File: src/rtl/uart_rx_ext.sv
`timescale 1ns/1ps
`default_nettype none
// ============================================================================
//  Module   : uart_rx_ext
//  Purpose  : Oversampling UART receiver with runtime frame format, break
//             detection and a small receive FIFO.
//  Revision : 1.0 - initial release
// ============================================================================
module uart_rx_ext #(
    parameter int DATA_WIDTH     = 8,
    parameter int PRESCALE_WIDTH = 6,
    parameter int FIFO_DEPTH     = 4
) (
    input  logic                      CLK,
    input  logic                      RST,
    input  logic                      RX_IN,
    input  logic [PRESCALE_WIDTH-1:0] Prescale,
    input  logic [4:0]                DATA_LEN,
    input  logic                      PAR_EN,
    input  logic                      PAR_TYP,
    input  logic                      STOP2,
    input  logic                      RD_EN,
    output logic [DATA_WIDTH-1:0]     P_DATA,
    output logic                      par_err,
    output logic                      stp_err,
    output logic                      data_valid,
    output logic                      fifo_full,
    output logic                      overrun,
    output logic                      brk_det
);

    localparam int c_AW = $clog2(FIFO_DEPTH);
    localparam int c_EW = DATA_WIDTH + 2;

    localparam logic [2:0] c_IDLE       = 3'd0;
    localparam logic [2:0] c_START      = 3'd1;
    localparam logic [2:0] c_DATA       = 3'd2;
    localparam logic [2:0] c_PARITY     = 3'd3;
    localparam logic [2:0] c_STOP       = 3'd4;
    localparam logic [2:0] c_BREAK_WAIT = 3'd5;

    // ------------------------------------------------------------------
    // Line synchroniser (idle-high, so flops reset to 1)
    // ------------------------------------------------------------------
    logic r_sync1;
    logic r_sync2;
    logic w_rx;

    always_ff @(posedge CLK or posedge RST) begin
        if (RST) begin
            r_sync1 <= 1'b1;
            r_sync2 <= 1'b1;
        end else begin
            r_sync1 <= RX_IN;
            r_sync2 <= r_sync1;
        end
    end

    assign w_rx = r_sync2;

    // ------------------------------------------------------------------
    // Receiver state
    // ------------------------------------------------------------------
    logic [2:0]                r_state;
    logic [PRESCALE_WIDTH-1:0] r_cnt;
    logic [PRESCALE_WIDTH-1:0] r_presc;
    logic [4:0]                r_len;
    logic [4:0]                r_bit;
    logic                      r_par_en;
    logic                      r_par_typ;
    logic                      r_stop2;
    logic [DATA_WIDTH-1:0]     r_shift;
    logic                      r_par_acc;
    logic                      r_par_bit;
    logic                      r_all_zero;
    logic                      r_stp_bad;
    logic                      r_smp_a;
    logic                      r_smp_b;
    logic                      r_push;
    logic [c_EW-1:0]           r_push_word;
    logic                      r_brk;

    logic [PRESCALE_WIDTH-1:0] w_presc_eff;
    logic [4:0]                w_len_eff;
    logic [PRESCALE_WIDTH-1:0] w_half;
    logic                      w_wrap;
    logic                      w_s0;
    logic                      w_s1;
    logic                      w_s2;
    logic                      w_maj;
    logic                      w_last_stop;
    logic                      w_par_err;
    logic [DATA_WIDTH-1:0]     w_data_aligned;

    assign w_presc_eff = (Prescale < PRESCALE_WIDTH'(4)) ? PRESCALE_WIDTH'(4) : Prescale;
    assign w_len_eff   = (DATA_LEN < 5'd5 || DATA_LEN > 5'(DATA_WIDTH)) ? 5'(DATA_WIDTH) : DATA_LEN;

    assign w_half = r_presc >> 1;
    assign w_wrap = (r_cnt == r_presc - PRESCALE_WIDTH'(1));
    assign w_s0   = (r_cnt == w_half - PRESCALE_WIDTH'(1));
    assign w_s1   = (r_cnt == w_half);
    assign w_s2   = (r_cnt == w_half + PRESCALE_WIDTH'(1));
    assign w_maj  = (r_smp_a & r_smp_b) | (r_smp_a & w_rx) | (r_smp_b & w_rx);

    assign w_last_stop    = !r_stop2 || (r_bit == 5'd1);
    assign w_par_err      = r_par_en & (r_par_acc ^ r_par_bit ^ r_par_typ);
    // Data arrives LSB first into the top of the shift register; short frames
    // must be shifted down to be right-aligned.
    assign w_data_aligned = r_shift >> (5'(DATA_WIDTH) - r_len);

    always_ff @(posedge CLK or posedge RST) begin
        if (RST) begin
            r_state     <= c_IDLE;
            r_cnt       <= '0;
            r_presc     <= '0;
            r_len       <= '0;
            r_bit       <= '0;
            r_par_en    <= 1'b0;
            r_par_typ   <= 1'b0;
            r_stop2     <= 1'b0;
            r_shift     <= '0;
            r_par_acc   <= 1'b0;
            r_par_bit   <= 1'b0;
            r_all_zero  <= 1'b0;
            r_stp_bad   <= 1'b0;
            r_smp_a     <= 1'b0;
            r_smp_b     <= 1'b0;
            r_push      <= 1'b0;
            r_push_word <= '0;
            r_brk       <= 1'b0;
        end else begin
            r_push <= 1'b0;
            r_brk  <= 1'b0;

            if (r_state != c_IDLE && r_state != c_BREAK_WAIT) begin
                r_cnt <= w_wrap ? '0 : r_cnt + PRESCALE_WIDTH'(1);
                if (w_s0) r_smp_a <= w_rx;
                if (w_s1) r_smp_b <= w_rx;
            end

            case (r_state)
                c_IDLE: begin
                    if (!w_rx) begin
                        r_state    <= c_START;
                        r_cnt      <= '0;
                        r_presc    <= w_presc_eff;
                        r_len      <= w_len_eff;
                        r_par_en   <= PAR_EN;
                        r_par_typ  <= PAR_TYP;
                        r_stop2    <= STOP2;
                        r_bit      <= '0;
                        r_par_acc  <= 1'b0;
                        r_par_bit  <= 1'b0;
                        r_all_zero <= 1'b1;
                        r_stp_bad  <= 1'b0;
                    end
                end
                c_START: begin
                    if (w_s2 && w_maj)
                        r_state <= c_IDLE;
                    else if (w_wrap)
                        r_state <= c_DATA;
                end
                c_DATA: begin
                    if (w_s2) begin
                        r_shift    <= {w_maj, r_shift[DATA_WIDTH-1:1]};
                        r_par_acc  <= r_par_acc ^ w_maj;
                        r_all_zero <= r_all_zero & ~w_maj;
                    end
                    if (w_wrap) begin
                        if (r_bit == r_len - 5'd1) begin
                            r_bit   <= '0;
                            r_state <= r_par_en ? c_PARITY : c_STOP;
                        end else begin
                            r_bit <= r_bit + 5'd1;
                        end
                    end
                end
                c_PARITY: begin
                    if (w_s2) begin
                        r_par_bit  <= w_maj;
                        r_all_zero <= r_all_zero & ~w_maj;
                    end
                    if (w_wrap)
                        r_state <= c_STOP;
                end
                c_STOP: begin
                    if (w_wrap)
                        r_bit <= 5'd1;
                    // The frame completes at the final stop sample, not at the
                    // end of the bit, so back-to-back frames resync early.
                    if (w_s2) begin
                        if (w_last_stop) begin
                            if (r_all_zero && !w_maj) begin
                                r_brk   <= 1'b1;
                                r_state <= c_BREAK_WAIT;
                            end else begin
                                r_push      <= 1'b1;
                                r_push_word <= {w_data_aligned, w_par_err, r_stp_bad | ~w_maj};
                                r_state     <= c_IDLE;
                            end
                        end else begin
                            r_stp_bad  <= r_stp_bad | ~w_maj;
                            r_all_zero <= r_all_zero & ~w_maj;
                        end
                    end
                end
                c_BREAK_WAIT: begin
                    if (w_rx)
                        r_state <= c_IDLE;
                end
                default: r_state <= c_IDLE;
            endcase
        end
    end

    // ------------------------------------------------------------------
    // Receive FIFO
    // ------------------------------------------------------------------
    logic [c_EW-1:0] r_mem [FIFO_DEPTH];
    logic [c_AW:0]   r_wp;
    logic [c_AW:0]   r_rp;
    logic            r_overrun;
    logic            w_empty;
    logic            w_full;
    logic            w_pop;
    logic            w_wr;
    logic [c_EW-1:0] w_head;

    assign w_empty = (r_wp == r_rp);
    assign w_full  = (r_wp[c_AW] != r_rp[c_AW]) && (r_wp[c_AW-1:0] == r_rp[c_AW-1:0]);
    assign w_pop   = RD_EN && !w_empty;
    assign w_wr    = r_push && (!w_full || w_pop);

    always_ff @(posedge CLK or posedge RST) begin
        if (RST) begin
            r_wp      <= '0;
            r_rp      <= '0;
            r_overrun <= 1'b0;
        end else begin
            r_overrun <= r_push && w_full && !w_pop;
            if (w_wr)
                r_wp <= r_wp + 1'b1;
            if (w_pop)
                r_rp <= r_rp + 1'b1;
        end
    end

    always_ff @(posedge CLK) begin
        if (w_wr)
            r_mem[r_wp[c_AW-1:0]] <= r_push_word;
    end

    // Head entry is masked while empty so stale storage never leaks out.
    assign w_head     = w_empty ? '0 : r_mem[r_rp[c_AW-1:0]];
    assign P_DATA     = w_head[c_EW-1:2];
    assign par_err    = w_head[1];
    assign stp_err    = w_head[0];
    assign data_valid = !w_empty;
    assign fifo_full  = w_full;
    assign overrun    = r_overrun;
    assign brk_det    = r_brk;

endmodule
`default_nettype wire

File: config.mk
export PLATFORM = sky130hd
export DESIGN_NAME = uart_rx_ext
export DESIGN_NICKNAME = d
export VERILOG_FILES = /design/src/rtl/uart_rx_ext.sv
export SDC_FILE = /design/constraint.sdc
export NUM_CORES = 1
export LEC_CHECK = 0
export BUFFER_PORTS_ARGS = -buffer_cell sky130_fd_sc_hd__buf_4
export CELL_PAD_IN_SITES_DETAIL_PLACEMENT = 1
export CELL_PAD_IN_SITES_GLOBAL_PLACEMENT = 2
export CORE_MARGIN = 5
export CORE_UTILIZATION = 44
export DETAILED_ROUTE_END_ITERATION = 6
export PLACE_DENSITY = 0.88
export SYNTH_ARGS = -nofsm -noshare
export SYNTH_HDL_FRONTEND = slang
export SYNTH_SLANG_ARGS = --single-unit
File: constraint.sdc
create_clock -name CLK -period 7.8 [get_ports CLK]
set_input_delay 0.39 -clock CLK [delete_from_list [all_inputs] [get_ports CLK]]
set_output_delay 0.39 -clock CLK [all_outputs]
set_load 0.03 [all_outputs]
==> impl_metrics.json, run 1 <==
{
  "status": "completed",
  "gp_congestion": 0.827,
  "h-tree-depth": 3,
  "final_core_util_pct": 50.0,
  "fin_setup_tns_ps": 0,
  "r2r_slack_ps": 4560,
  "rr_startpoint": "r_len[0]$_DFFE_PP0P_",
  "core_um2": 12000,
  "yosysTopAreaCell": "dfrtp_1",
  "tightest_slew_ps": 1080,
  "setup_slack_ps": 4560,
  "cts_resized": 0,
  "final_cell_mix": "dfrtp_1, nand2_1, edfxtp_1, buf_4, nor2_1",
  "start_util_pct": 44.7,
  "synthAdderAreaFrac_pct": 3.26,
  "cts_made_buffers": 9,
  "crit_path_end_kind": "register",
  "syn_area_um2": 5370,
  "insertion_delay_ps": 350,
  "cp.arrival_ps": 3470,
  "synth_top_area_share_pct": 28.4,
  "p_switching_mw": 0.857,
  "clk_pin_slew_ps": 70,
  "vias_per_cell": 5.63,
  "async_flop_share_pct": 61.2,
  "syn-num-nets": 506,
  "synth_cell_type_count": 61,
  "hpwl_um": 8710,
  "timing.rr.end": "r_state[2]$_DFFE_PP0P_",
  "fin_skew_ps": 8.65,
  "ys_ff_latch": 103,
  "crit_family": "compound AO/OA/AOI/OAI gates",
  "synth_edf_count": 40,
  "synth_top_flop_cell": "dfrtp_1",
  "grt_pass1_vias": 3857,
  "num_io_pins": 32,
  "synth-compound-area-share_pct": 9.74,
  "r2r_cells": 8,
  "die_area_um2": 14500,
  "p_leak_nw": 2.46,
  "finalCriticalPeriod_ps": 3240,
  "start_kind": "register",
  "clock-sinks": 103,
  "avgSynthCellArea_um2": 11.3,
  "total_power_mw": 2.11,
  "die_w_um": 120,
  "area.sequential_um2": 2780,
  "synth_seq_area_share_pct": 51.8,
  "min_period_over_period_pct": 41.5,
  "crit_end": "r_state[2]$_DFFE_PP0P_",
  "core.rowCount": 40,
  "nFillCells": 1293,
  "setup_viol": 0,
  "internal-power_mw": 1.25,
  "cap_violations": 0,
  "die_height_um": 120,
  "p_clk_share_pct": 21.7,
  "grt_max_degree": 64,
  "synthXorXnorAreaFrac_pct": 7.22,
  "diodes": 0,
  "slew_headroom_pct": 27.7,
  "wire_per_inst_um": 18.9,
  "antenna_found_initial": 0,
  "cts_tree": "built",
  "route.detailed.drc": 0,
  "critical_path_class": "register to register",
  "required_ps": 8040,
  "grt_usage_pct": 17.9,
  "cts-root-buf": "clkbuf_16",
  "critPathMaxFanout": 11,
  "path_cells": "clkinv_1 > ha_1 > xor2_1 > nand2_1 > o41ai_4 > nand3_1 > or2_0 > o32a_1",
  "max_freq_mhz": 309,
  "vias": 3640,
  "synthTopCellsByArea": "dfrtp_1, edfxtp_1, mux4_2",
  "ant_nets": 0,
  "synthCells": 474,
  "grt_setup_unrepaired": "false",
  "synthMuxAreaShare_pct": 8.83,
  "synth_top_family_by_area": "simple AND/OR/NAND/NOR gates",
  "multi_input_area_um2": 2430,
  "yosysWarnings": 0,
  "drv_slew": 0,
  "postCtsHoldBufs": 0,
  "hold_class": "primary input to register",
  "cpPeakStageDelay_ps": 690,
  "grt_pass1_wl_um": 20400,
  "final_common_cell": "dfrtp_1",
  "io_buffers": 31,
  "finalHoldViolCount": 0,
  "firstDrtPassIters": 4,
  "drive_gt1_share_pct": 17.4,
  "peakVddDrop_uv": 175,
  "slowest_stage": "ha_1",
  "cp_num_cells": 8,
  "layout.nets": 527,
  "drt_iter0_markers": 208,
  "wl_um": 12200,
  "cts_buffer_depth": 2,
  "area_growth_pct": 11.9,
  "grt_overflow": 0,
  "post-cts-setup-buffers": 0,
  "combPwrFrac_pct": 40.5,
  "p_seq_share_pct": 37.8,
  "pwr_density_cell_nw_per_um2": 351,
  "synth-simple-area-share_pct": 16.1,
  "p_sw_share_pct": 40.6,
  "cp_num_buf_inv": 1,
  "startpoint": "r_len[0]$_DFFE_PP0P_",
  "dpl_worst_slack_ps": 4620
}
[how the worst min path moves through the flow]
stage                       from                end  slack [ps]  depth (start not counted)
6_report                   RX_IN  r_sync1$_DFF_PP1_         140                          1
5_1_grt                    RX_IN  r_sync1$_DFF_PP1_         120                          1
4_1_cts                    RX_IN  r_sync1$_DFF_PP1_         130                          1
3_5_place_dp   r_sync1$_DFF_PP1_  r_sync2$_DFF_PP1_         350                          0
3_3_place_gp   r_sync1$_DFF_PP1_  r_sync2$_DFF_PP1_         350                          0
2_1_floorplan  r_sync1$_DFF_PP1_  r_sync2$_DFF_PP1_         350                          0
[metal layers]
| metal | wire length [um] | part of all wire, % | vias up | global-route usage, % |
|---|---|---|---|---|
| li1 | - | - | 1732 | - |
| met1 | 5660 | 46 | 1842 | 23.0 |
| met2 | 6030 | 49 | 52 | 30.1 |
| met3 | 351 | 2.9 | 14 | 4.58 |
| met4 | 175 | 1.4 | 0 | 4.67 |
| met5 | 0 | 0 | - | 0 |
[registers in the layout (all words and copies together) (netlist names), 3 cells and up]
signal,cells
r_bit,5
r_cnt,6
r_len,5
r_mem,40
r_presc,6
r_push_word,10
r_rp,3
r_shift,8
r_state,3
r_wp,3
[layout make-up]
| type | count | area share (%) |
|---|---|---|
| clock buffers | 10 | 3.81 |
| clock inverters | 6 | 1.15 |
| inverters | 17 | 1.06 |
| multi-input cells | 331 | 40.5 |
| flip-flops and latches | 103 | 46.3 |
| well taps | 147 | 3.06 |
| repair buffers | 33 | 4.12 |
[synthesized netlist by cell type, drive strengths merged, types with 2 or more instances]
cell / count
o41ai: 2
buf: 12
dfrtp: 61
a211oi: 4
a21o: 4
o22ai: 2
inv: 16
o21a: 2
a21oi: 11
o21ai: 24
or3: 2
o31ai: 8
nand2b: 5
and3: 5
nand3: 19
edfxtp: 40
dfstp: 2
mux2i: 8
ha: 14
a31oi: 6
nor4: 4
o221a: 2
nor2: 28
nand2: 58
nand3b: 2
nor3b: 3
nand4: 5
o211ai: 2
and3b: 2
nor3: 7
or2: 2
mux4: 11
clkbuf: 11
xor2: 19
and2: 15
xor3: 2
nand4b: 2
xnor2: 19
mux2: 13
nor2b: 8
[kinds of logic after synthesis]
| kind of cell | after synthesis |
|---|---|
| and+or+nand+nor | 171 |
| DFF | 103 |
| AOI/OAI and AO/OA | 74 |
| xor gates and xnor gates | 40 |
| buffers and inverters | 40 |
| muxes | 32 |
| adders and majority gates | 14 |
[power by group through the flow]
stage | sequential [mW] | combinational [mW] | clock [mW]
global placement | 0.800 | 0.826 | 0
global route | 0.815 | 0.941 | 0.493
detailed placement | 0.807 | 0.857 | 0
floorplan | 0.694 | 0.741 | 0
finish | 0.798 | 0.854 | 0.457
CTS | 0.798 | 0.863 | 0.468
[metrics by stage]
stage | area (um^2) | hold WS [ps] | std cells
after floorplan | 5370 | 345 | 474
after global placement | 5710 | 347 | 631
after detailed placement | 5710 | 347 | 631
after CTS | 6010 | 130 | 647
after global routing | 6010 | 121 | 647
final | 6010 | 142 | 647
Note: power is estimated with default switching activity, not from simulation.
==> run 2: changes to the inputs <==
--- a/config.mk
+++ b/config.mk
@@ -9,9 +9,9 @@
 export CELL_PAD_IN_SITES_DETAIL_PLACEMENT = 1
 export CELL_PAD_IN_SITES_GLOBAL_PLACEMENT = 2
 export CORE_MARGIN = 5
-export CORE_UTILIZATION = 44
+export CORE_UTILIZATION = 41
 export DETAILED_ROUTE_END_ITERATION = 6
-export PLACE_DENSITY = 0.88
+export PLACE_DENSITY = 0.83
 export SYNTH_ARGS = -nofsm -noshare
 export SYNTH_HDL_FRONTEND = slang
 export SYNTH_SLANG_ARGS = --single-unit
==> constraint.sdc (replaced) <==
create_clock -name CLK -period 3.2 [get_ports CLK]
set_input_delay 0.16 -clock CLK [delete_from_list [all_inputs] [get_ports CLK]]
set_output_delay 0.16 -clock CLK [all_outputs]
set_load 0.03 [all_outputs]
==> run 2 against run 1 <==
Compared with the run above:
- clock skew decreased by 3.4 ps
- via count up 2.1%
- wire length shrank 0.27%
- global-route usage fell by 1.3 points
- worst hold slack worse by 130 ps
- cell area is 2.7% higher
- non-clock buffer count up 15
- sequential cell count stayed put
- largest cell class unchanged
- critical path type unchanged
- clock-buffer cell count increased by 1
- register-to-register slack worse by 4100 ps
==> impl_metrics.json, run 2 (synthesized netlist as in run 1, its figures left out) <==
{
  "gp_congestion": 0.844,
  "wire_per_inst_um": 17.7,
  "final_common_cell": "dfrtp_1",
  "finalCriticalPeriod_ps": 2770,
  "io_buffers": 31,
  "vias": 3717,
  "num_io_pins": 32,
  "clk_pin_slew_ps": 70,
  "final_cells": 687,
  "fin_setup_tns_ps": 0,
  "status": "completed",
  "nFillCells": 1394,
  "layout.nets": 542,
  "grt_overflow": 0,
  "start_kind": "register",
  "hpwl_um": 8930,
  "final_cell_mix": "dfrtp_1, nand2_1, buf_4, edfxtp_1, nor2_1",
  "drv_slew": 0,
  "antenna_found_initial": 0,
  "critical_path_class": "register to register",
  "cpPeakStageDelay_ps": 550,
  "hold_class": "primary input to register",
  "max_freq_mhz": 361,
  "core_um2": 12700,
  "cap_violations": 0,
  "slowest_stage": "dfrtp_1",
  "grt_pass1_vias": 4017,
  "cts-root-buf": "clkbuf_16",
  "p_leak_nw": 2.54,
  "area_growth_pct": 14.8,
  "h-tree-depth": 3,
  "peakVddDrop_uv": 354,
  "cts_made_buffers": 9,
  "fin_skew_ps": 5.24,
  "path_cells": "clkinv_1 > ha_1 > xnor2_1 > xnor2_1 > o41ai_4 > nand3_1 > or2_0 > o32a_1",
  "setup_viol": 0,
  "firstDrtPassIters": 4,
  "finalHoldViolCount": 0,
  "final_core_util_pct": 48.5,
  "tightest_slew_ps": 981,
  "die_w_um": 124,
  "clock-sinks": 103,
  "drive_gt1_share_pct": 19.4,
  "grt_pass1_wl_um": 21000,
  "pwr_density_cell_nw_per_um2": 849,
  "post-cts-setup-buffers": 0,
  "cts_buffer_depth": 2,
  "cp.arrival_ps": 3000,
  "crit_path_end_kind": "register",
  "grt_usage_pct": 16.6,
  "cts_tree": "built",
  "die_height_um": 124,
  "die_area_um2": 15500,
  "grt_max_degree": 47,
  "critPathMostFrequentCell": "xnor2_1",
  "min_period_over_period_pct": 86.5,
  "placed_cells": 668,
  "required_ps": 3440,
  "route.detailed.drc": 0,
  "core.rowCount": 41,
  "critPathMaxFanout": 10,
  "drt_iter0_markers": 261,
  "insertion_delay_ps": 350,
  "grt_setup_unrepaired": "false",
  "largest_reg_flops": 40,
  "total_power_mw": 5.24,
  "diodes": 0,
  "slew_headroom_pct": 34.5,
  "vias_per_cell": 5.41,
  "wl_um": 12200,
  "start_util_pct": 42.2,
  "ant_nets": 0
}
[run 2: cell count changes in the layout (fill, tap and decap cells not counted), sizes merged]
cell and change:
buf +12, clkinv -1, clkinvlp -1, clkbuf +1, inv +1, dlygate4sd3 +3
[run 2: final timing paths]
path,slack [ps],cells past startpoint,from,to
max,430,8,r_len[0]$_DFFE_PP0P_,r_state[2]$_DFFE_PP0P_
min,10,3,Prescale[4],r_presc[4]$_DFFE_PP0P_
max reg2reg,430,8,r_len[0]$_DFFE_PP0P_,r_state[2]$_DFFE_PP0P_
min reg2reg,370,0,r_sync1$_DFF_PP1_,r_sync2$_DFF_PP1_
max in group asynchronous,2330,3,RST,r_len[4]$_DFFE_PP0P_
min in group asynchronous,50,2,RST,overrun$_DFF_PP0_
[run 2: area by class of cell]
type                       count  area (um^2)  area share [%]
sequential                   103         2780            45.1
multi-input combinational    331         2430            39.5
timing repair buffer          48          368            5.96
clock buffer                  11          243            3.94
tap                          172          215            3.49
clock inverter                 5         63.8            1.03
inverter                      17         63.8            1.03
[run 2: repair_timing]
| action | 4_1_cts | 5_1_grt |
|---|---|---|
| resized for setup | 0 | 0 |
| hold buffers | 3 | 0 |
| hold endpoints to repair | 3 | 0 |
[run 2: stage by stage]
stage / area (um^2) / worst slack, ps / hold WS (ps)
floorplan: 5370 / 699 / 164
global placement: 5830 / 601 / 270
detailed placement: 5830 / 453 / 272
CTS: 6170 / 437 / 0.759
global route: 6170 / 228 / 14.9
finish: 6170 / 431 / 11.9
[run 2: layer usage]
| layer | vias to the layer above | wire length, um | global-route usage [%] |
|---|---|---|---|
| li1 | 1760 | - | - |
| met1 | 1867 | 5480 | 21.3 |
| met2 | 77 | 6130 | 28.4 |
| met3 | 13 | 369 | 2.70 |
| met4 | 0 | 197 | 5.80 |
| met5 | - | 0 | 0 |
[run 2: power by group]
part | switching, mW | internal [mW]
registers | 0.320 | 1.54
logic | 1.28 | 0.967
clock network | 0.499 | 0.636
[run 2: worst max-delay path: cells and delay by family (launching register included)]
kind            cells  cell delay [ps]
compound gates      2              720
xor+xnor            2              310
fa+ha+maj           1              320
buf+inv             1              330
flops               1              550
simple gates        2              440
